`src/rtl/rep3_serial_tx.sv`:
```
// Repetition-3 serial transmitter: start/data/stop bits each sent as three identical
// symbols of CLKS_PER_SYM cycles, for a majority-vote receiver. Optional single-symbol fault injection.
module rep3_serial_tx #(
  parameter int unsigned DATA_W       = 8,
  parameter int unsigned CLKS_PER_SYM = 4
) (
  input  logic              clk,
  input  logic              rst,
  input  logic              in_valid,
  output logic              in_ready,
  input  logic [DATA_W-1:0] in_data,
  input  logic              err_inj,
  output logic              tx_out,
  output logic              busy,
  output logic              done
);

  localparam int unsigned    BitW    = (DATA_W > 1) ? $clog2(DATA_W) : 1;
  localparam logic [7:0]     SymLast = 8'(CLKS_PER_SYM - 1);
  localparam logic [BitW-1:0] BitLast = BitW'(DATA_W - 1);

  typedef enum logic [1:0] {StIdle, StStart, StData, StStop} state_e;

  state_e            state_q, state_d;
  logic [7:0]        clk_cnt_q, clk_cnt_d;
  logic [1:0]        rep_q, rep_d;
  logic [BitW-1:0]   bit_q, bit_d;
  logic [DATA_W-1:0] data_q, data_d;
  logic              err_q, err_d;
  logic              tx_q, tx_d;
  logic              done_q, done_d;
  logic              sym_end, rep_end;

  assign sym_end = (clk_cnt_q == SymLast);
  assign rep_end = sym_end && (rep_q == 2'd2);

  always_comb begin
    state_d   = state_q;
    clk_cnt_d = clk_cnt_q;
    rep_d     = rep_q;
    bit_d     = bit_q;
    data_d    = data_q;
    err_d     = err_q;
    done_d    = 1'b0;
    tx_d      = 1'b1;

    // Symbol timing and copy counting are shared by all busy states.
    if (state_q != StIdle) begin
      if (sym_end) begin
        clk_cnt_d = '0;
        rep_d     = rep_end ? 2'd0 : rep_q + 2'd1;
      end else begin
        clk_cnt_d = clk_cnt_q + 8'd1;
      end
    end

    unique case (state_q)
      StIdle: begin
        if (in_valid) begin
          state_d   = StStart;
          data_d    = in_data;
          err_d     = err_inj;
          clk_cnt_d = '0;
          rep_d     = 2'd0;
          bit_d     = '0;
        end
      end
      StStart: begin
        if (rep_end) state_d = StData;
      end
      StData: begin
        if (rep_end) begin
          if (bit_q == BitLast) begin
            state_d = StStop;
            bit_d   = '0;
          end else begin
            bit_d = bit_q + BitW'(1);
          end
        end
      end
      StStop: begin
        if (rep_end) begin
          state_d = StIdle;
          done_d  = 1'b1;
        end
      end
      default: state_d = StIdle;
    endcase

    // Line level is computed from next-state values so tx_out comes straight from a flop.
    unique case (state_d)
      StStart: tx_d = 1'b0;
      StData:  tx_d = data_d[bit_d] ^ (err_d && (bit_d == '0) && (rep_d == 2'd1));
      default: tx_d = 1'b1;
    endcase
  end

  always_ff @(posedge clk) begin
    if (rst) begin
      state_q   <= StIdle;
      clk_cnt_q <= '0;
      rep_q     <= '0;
      bit_q     <= '0;
      data_q    <= '0;
      err_q     <= 1'b0;
      tx_q      <= 1'b1;
      done_q    <= 1'b0;
    end else begin
      state_q   <= state_d;
      clk_cnt_q <= clk_cnt_d;
      rep_q     <= rep_d;
      bit_q     <= bit_d;
      data_q    <= data_d;
      err_q     <= err_d;
      tx_q      <= tx_d;
      done_q    <= done_d;
    end
  end

  assign in_ready = (state_q == StIdle);
  assign busy     = (state_q != StIdle);
  assign tx_out   = tx_q;
  assign done     = done_q;

endmodule

```
`config.mk`:
```
export PLATFORM = sky130hd
export DESIGN_NAME = rep3_serial_tx
export DESIGN_NICKNAME = d
export VERILOG_FILES = /design/src/rtl/rep3_serial_tx.sv
export SDC_FILE = /design/constraint.sdc
export NUM_CORES = 1
export LEC_CHECK = 0
export BUFFER_PORTS_ARGS = -buffer_cell sky130_fd_sc_hd__buf_2
export CAP_MARGIN = 20
export CORE_AREA = 3 3 54 56
export DETAILED_ROUTE_END_ITERATION = 7
export DIE_AREA = 0 0 57 59
export GPL_TIMING_DRIVEN = 0
export PLACE_DENSITY = 0.85
export SLEW_MARGIN = 25
export SYNTH_ARGS = -nofsm -noshare
export SYNTH_HDL_FRONTEND = slang
export SYNTH_SLANG_ARGS = --single-unit
export TNS_END_PERCENT = 100
```
`constraint.sdc`:
```
create_clock -name clk -period 2.8 [get_ports clk]
set_input_delay 0.56 -clock clk [delete_from_list [all_inputs] [get_ports clk]]
set_output_delay 0.56 -clock clk [all_outputs]
set_load 0.02 [all_outputs]
```
==> results of run 1 <==
-- kinds of logic (layout without fill, tap and decap cells) --
kind of cell | after synthesis | after routing | share of synthesized area, %
fa+ha+maj | 3 | 3 | 2.70
xor+xnor | 5 | 5 | 3.15
compound gates | 30 | 30 | 14.9
simple gates | 76 | 76 | 31.0
flops | 26 | 26 | 37.5
mux | 9 | 9 | 6.85
buf+inv | 11 | 29 | 3.96
-- per-stage QoR --
stage / total power [mW] / setup WS (ns) / utilization [%]
floorplan: 0.449 / 0.751 / -
global placement: 0.470 / 0.514 / 60.4
detailed placement: 0.473 / 0.466 / 60.4
CTS: 0.724 / 0.507 / 62.5
global route: 0.745 / 0.382 / 62.5
finish: 0.721 / 0.507 / 62.5
-- cell usage after synthesis, drive strengths merged (3+ instances only) --
library cell / count / area [sq um]
a21oi: 13 / 65.1
a31oi: 3 / 33.8
and3: 4 / 27.5
clkbuf: 7 / 28.8
dfxtp: 26 / 521
ha: 3 / 37.5
mux2i: 8 / 80.1
nand2: 19 / 73.8
nand2b: 3 / 18.8
nand4: 3 / 33.8
nor2: 21 / 78.8
nor2b: 4 / 25.0
nor3: 4 / 25.0
nor3b: 3 / 22.5
o21ai: 4 / 20.0
xor2: 4 / 35.0
-- final cells by class --
| class | instances | area [sq um] | area share [%] |
|---|---|---|---|
| inverter | 2 | 7.51 | 0.485 |
| tap | 30 | 37.5 | 2.42 |
| multi-input combinational | 123 | 813 | 52.5 |
| buffer | 9 | 47.5 | 3.07 |
| timing repair buffer | 14 | 70.1 | 4.52 |
| clock inverter | 1 | 30.0 | 1.94 |
| sequential | 26 | 520 | 33.6 |
| clock buffer | 3 | 22.5 | 1.45 |
-- worst register-to-register path: cells and delay by family, from the launching register on --
kind            cells  cell delay [ns]
compound gates      3             0.66
fa+ha+maj           1             0.23
flops               1             0.39
mux                 1             0.23
simple gates        2             0.69
-- power by group through the flow --
| stage | clock (mW) | combinational (mW) | sequential [mW] |
|---|---|---|---|
| after floorplan | 0 | 0.0543 | 0.395 |
| after global placement | 0 | 0.0754 | 0.394 |
| after detailed placement | 0 | 0.0777 | 0.395 |
| after CTS | 0.259 | 0.0781 | 0.387 |
| after global routing | 0.269 | 0.0881 | 0.388 |
| final | 0.256 | 0.0781 | 0.387 |
-- sequential cells by signal, indices dropped and copies added, names as in the netlist --
name       flops
bit_q          3
clk_cnt_q      8
data_q         8
done           1
err_q          1
rep_q          2
state_q        2
tx_out         1
-- final timing paths --
check	endpoint	slack (ns)	depth (start not counted)	start
min reg2reg	data_q[2]	0.47	2	data_q[2]
min	data_q[2]	0.46	3	in_data[2]
max reg2reg	tx_out	0.51	7	clk_cnt_q[0]
max	tx_out	0.51	7	clk_cnt_q[0]
-- layer usage --
metal | global-route usage, % | up-vias | wire length, microns | part of all wire [%]
li1 | - | 600 | - | -
met1 | 21.7 | 566 | 1290 | 46
met2 | 31.3 | 14 | 1410 | 50
met3 | 2.18 | 2 | 73 | 2.6
met4 | 4.30 | 0 | 15 | 0.54
met5 | 0 | - | 0 | 0
==> run summary, run 1 <==
cts hold-fix bufs: 0
Setup CP Type: reg -> reg
clk sinks: 26
commonest register cell after synthesis: dfxtp_1
Internal: 558 uW
Critical Path Max Stage Delay: 0.45 ns
GRT Total Usage: 17.2%
EDFF count, synth: 0
critical-path cell list: ha_1, nor4b_4, nand4_4, a21oi_1, mux2i_1, a21oi_1, o311a_1
pin count of the biggest net entering global routing: 16
initial core utilization: 56.1%
maxcap violations: 0
clk_skew: 0.00633 ns
area of the core: 2480 sq um
Initial DRC Count: 53
syn nets: 175
minimum clock period: 2.29 ns
post-synthesis sequential area ratio: 37.5%
CTS Buffer Depth: 2
Seq pwr share: 53.7%
routed vias: 1182
Cells after Synth: 160
DIE AREA: 3360 sq um
outcome: complete, no violations
initial antenna violation count: 0
most frequent cells in the layout: dfxtp_1, nor2_1, nand2_1, buf_2, a21oi_1
PostCTS Resize Cnt: 0
layout cell share with drive strength beyond 1: 19.7%
Final Hold Fails: 0
number of iterations in the first detailed-routing pass: 4
Post-Route Setup TNS: 0 ns
Diodes inserted: 0
Pwr Density: 465 nW/um^2
vias in the first global route: 1097
worst min-delay path class: in -> reg
Die W: 57 microns
Max Transition Viols Final: 0
f_max: 436 MHz
Leakage: 0.658 nW
Critical-path top delay cell: nor4b_4
Sw Ratio: 22.6%
I/O Buffers: 14
Layout Area Growth over Synthesis: 11.5%
antenna-violating nets left: 0
io pins: 16
Clock Latency Late Sink: 0.31 ns
combinational share of power: 10.8%
TritonCTS buffer count: 3
critical path launch point type: register
CP dominant cell by count: a21oi_1
H-tree depth: 1
share of the clock period used by the worst path: 81.9%
Bufs and invs on worst path: 0
Fillers: 215
Yosys warning total: 0
Mean Syn Cell Area: 8.68 sq um
first-pass GRT wire length: 4.71 mm
asr flop ratio synth: 0%
fin area: 1550 sq um
Switch Pwr: 163 uW
area post-placement: 1500 sq um
total gr overflow: 0
vias per cell: 5.68
CTS tree: yes
VDD IR max: 0.381 mV
Non-Filler Instances: 208
Clock transition at path regs: 0.15 ns
Worst Setup End Kind: register
worst hold slack: 0.458 ns
Synth cell types: 49
#FFs+latches synth: 26
Nets: 194
dpl hpwl: 2.16 mm
placer congestion estimate: 0.828
DRC: 0
Std-Cell Rows: 18
Final Setup Violations: 0
CP Max Fanout: 8
Post-CTS Setup Inserts: 0
wire per inst: 13.4 microns
Inst Count DP: 204
family with the most delay on the worst path: simple AND/OR/NAND/NOR gates
Worst Path Required: 3.02 ns
chip height: 59 microns
final wirelength: 2.79 mm
clk root buf: clkbuf_4
Synth Cell Area: 1390 sq um
CP arrival: 2.52 ns
commonest non-fill, non-tap cell in the layout: dfxtp_1
share of total power in the clock network: 35.5%
Slew @ Worst Pin: 0.544 ns
RSZ-0062 raised after global routing: no
Slew headroom: 63.5%
No activity file was read; power rests on OpenSTA's default activity.
==> run 2, diff against run 1 <==
CORE_AREA = 3 3 57 59   (was 3 3 54 56)
DIE_AREA = 0 0 60 62   (was 0 0 57 59)
PLACE_DENSITY = 0.81   (was 0.85)
clock period = 1.96 ns   (was 2.8 ns; I/O delays follow)
==> run 2 against run 1 <==
  * Clock skew grew 0.00068 ns
  * Largest power group unchanged
  * Design area grew 8.2%
  * Clock-buffer cell count increased by 1
  * First-iteration DRC count shrank 38%
  * Sequential cell count unchanged
  * Global-route usage is 2.7 points higher
  * Maximum frequency is 14% higher
  * The flow now finishes with violations (negative setup slack)
==> run summary, run 2 (same netlist as run 1, synthesis figures left out) <==
vias per cell: 5.86 (+3.1%)
final setup margin: -0.0548 ns (-0.562 ns)
Clock Latency Late Sink: 0.32 ns (about the same)
clk sinks: 26 (unchanged)
DIE AREA: 3720 sq um (+11%)
Initial DRC Count: 33 (-38%)
layout cell share with drive strength beyond 1: 29.2% (+9.5 points)
commonest non-fill, non-tap cell in the layout: dfxtp_1
area post-placement: 1520 sq um (+1.3%)
clk_skew: 0.00700 ns (+0.000678 ns)
TritonCTS buffer count: 3 (unchanged)
Die W: 60 microns (+5.3%)
initial antenna violation count: 0 (unchanged)
final wirelength: 3.33 mm (+19%)
maxcap violations: 0 (unchanged)
H-tree depth: 1 (unchanged)
CTS tree: yes
Setup CP Type: reg -> reg
Power, Total: 944 uW (+31%)
failing checks: negative setup slack
Top Registers: clk_cnt_q (8), data_q (8), bit_q (3)
Fillers: 231 (+7.4%)
first-pass GRT wire length: 5.52 mm (+17%)
dpl hpwl: 2.28 mm (+5.4%)
GRT Total Usage: 19.9% (+2.7 points)
pin count of the biggest net entering global routing: 15 (-1)
pre-CTS WS: -0.209 ns (-0.675 ns)
Post-Route Setup TNS: -0.0548 ns (-0.0548 ns)
Critical Path Max Stage Delay: 0.38 ns (-0.07 ns)
Critical-path top delay cell: dfxtp_2
CP Max Fanout: 4 (-4)
Worst Setup End Kind: register
chip height: 62 microns (+5.1%)
fin area: 1680 sq um (+8.2%)
Max Transition Viols Final: 0 (unchanged)
critical path launch point type: register
vias in the first global route: 1238 (+13%)
share of the clock period used by the worst path: 103% (+21 points)
Slew headroom: 66.2% (+2.6 points)
RSZ-0062 raised after global routing: yes
Leakage: 0.702 nW (+6.6%)
outcome: finished, violations left
cts hold-fix bufs: 0 (unchanged)
Clock transition at path regs: 0.14 ns (about the same)
most frequent cells in the layout: dfxtp_1, nor2_1, nand2_1, buf_2, a21oi_1
routed vias: 1265 (+7.0%)
Slew @ Worst Pin: 0.507 ns (-0.0367 ns)
DRC: 0 (unchanged)
wire per inst: 15.4 microns (+15%)
placer congestion estimate: 0.870 (+5.1%)
minimum clock period: 2.01 ns (-0.278 ns)
total gr overflow: 0 (unchanged)
number of iterations in the first detailed-routing pass: 4 (unchanged)
Bufs and invs on worst path: 2 (+2)
I/O Buffers: 14 (unchanged)
Non-Filler Instances: 216 (+3.8%)
clk root buf: clkbuf_4
worst min-delay path class: in -> reg
Pwr Density: 563 nW/um^2 (+21%)
critical-path cell list: ha_4, nor4b_4, buf_4, buf_6, nand4b_1, a31oi_4, xor2_1, o211ai_2, o311a_1
CP arrival: 2.24 ns (-0.28 ns)
family with the most delay on the worst path: compound AO/OA/AOI/OAI gates
area of the core: 2760 sq um (+11%)
f_max: 496 MHz (+14%)
CTS Buffer Depth: 2 (unchanged)
io pins: 16 (unchanged)
Layout Area Growth over Synthesis: 20.7%
antenna-violating nets left: 0 (unchanged)
Worst Path Required: 2.19 ns (-0.83 ns)
Final Hold Fails: 0 (unchanged)
Std-Cell Rows: 19 (+1)
VDD IR max: 0.394 mV (+3.3%)
Final Setup Violations: 1 (+1)
Nets: 201 (+3.6%)
Diodes inserted: 0 (unchanged)
Inst Count DP: 205 (+0.49%)
initial core utilization: 50.4% (-5.7 points)
run 2: changes by cell type in the layout (fill, tap and decap cells not counted), sizes merged:
| cell | previous run | this run |
|---|---|---|
| buf | 16 | 24 |
| bufinv | 1 | 0 |
run 2: where the power goes:
part           internal, mW  switching [mW]  total (mW)  leakage (nW)
logic                0.0495          0.0718       0.121         0.467
registers             0.543         0.00822       0.551         0.214
clock network         0.114           0.158       0.271        0.0210
total                 0.706           0.238       0.944         0.702
run 2: path summary, 6_finish.rpt:
| kind | start | end | slack, ns | depth (start not counted) |
|---|---|---|---|---|
| worst max register to register | clk_cnt_q[0] | tx_out | -0.05 | 9 |
| worst min-delay path | in_data[2] | data_q[2] | 0.29 | 3 |
| worst min register to register | data_q[3] | data_q[3] | 0.47 | 2 |
| worst max-delay path | clk_cnt_q[0] | tx_out | -0.05 | 9 |
run 2: metrics by stage:
| step | utilization, % | hold slack (ns) |
|---|---|---|
| 3_5_place_dp | 54.9 | 0.453 |
| 4_1_cts | 60.3 | 0.291 |
| 6_report | 60.8 | 0.288 |
| 2_1_floorplan | - | 0.431 |
| 3_3_place_gp | 54.9 | 0.442 |
| 5_1_grt | 60.8 | 0.280 |
run 2: area by class of cell:
type	count	area, sq um	share of cell area [%]
buffer	8	45.0	2.69
inverter	2	7.51	0.448
multi-input combinational	123	886	52.8
timing repair buffer	22	134	7.99
tap	31	38.8	2.31
sequential	26	529	31.6
clock buffer	4	36.3	2.16
run 2: worst min-delay path: stages:
cell and delay, ns:
buf_2 0.09, nand2_1 0.04, a21oi_1 0.05
run 2: timing repair:
item / in CTS / in global routing
setup buffers: 7 / 1
gates resized for setup: 13 / 2
endpoints found under the setup margin: 1 / 2
pin swaps: 8 / 4
gates cloned: 0 / 0
run 2: metal layers:
metal / vias to the layer above / global-route usage [%] / share of wire (%)
li1: 611 / - / -
met1: 621 / 24.1 / 42
met2: 29 / 33.8 / 54
met3: 4 / 3.31 / 3.5
met4: 0 / 10.8 / 0.93
met5: - / 0 / 0
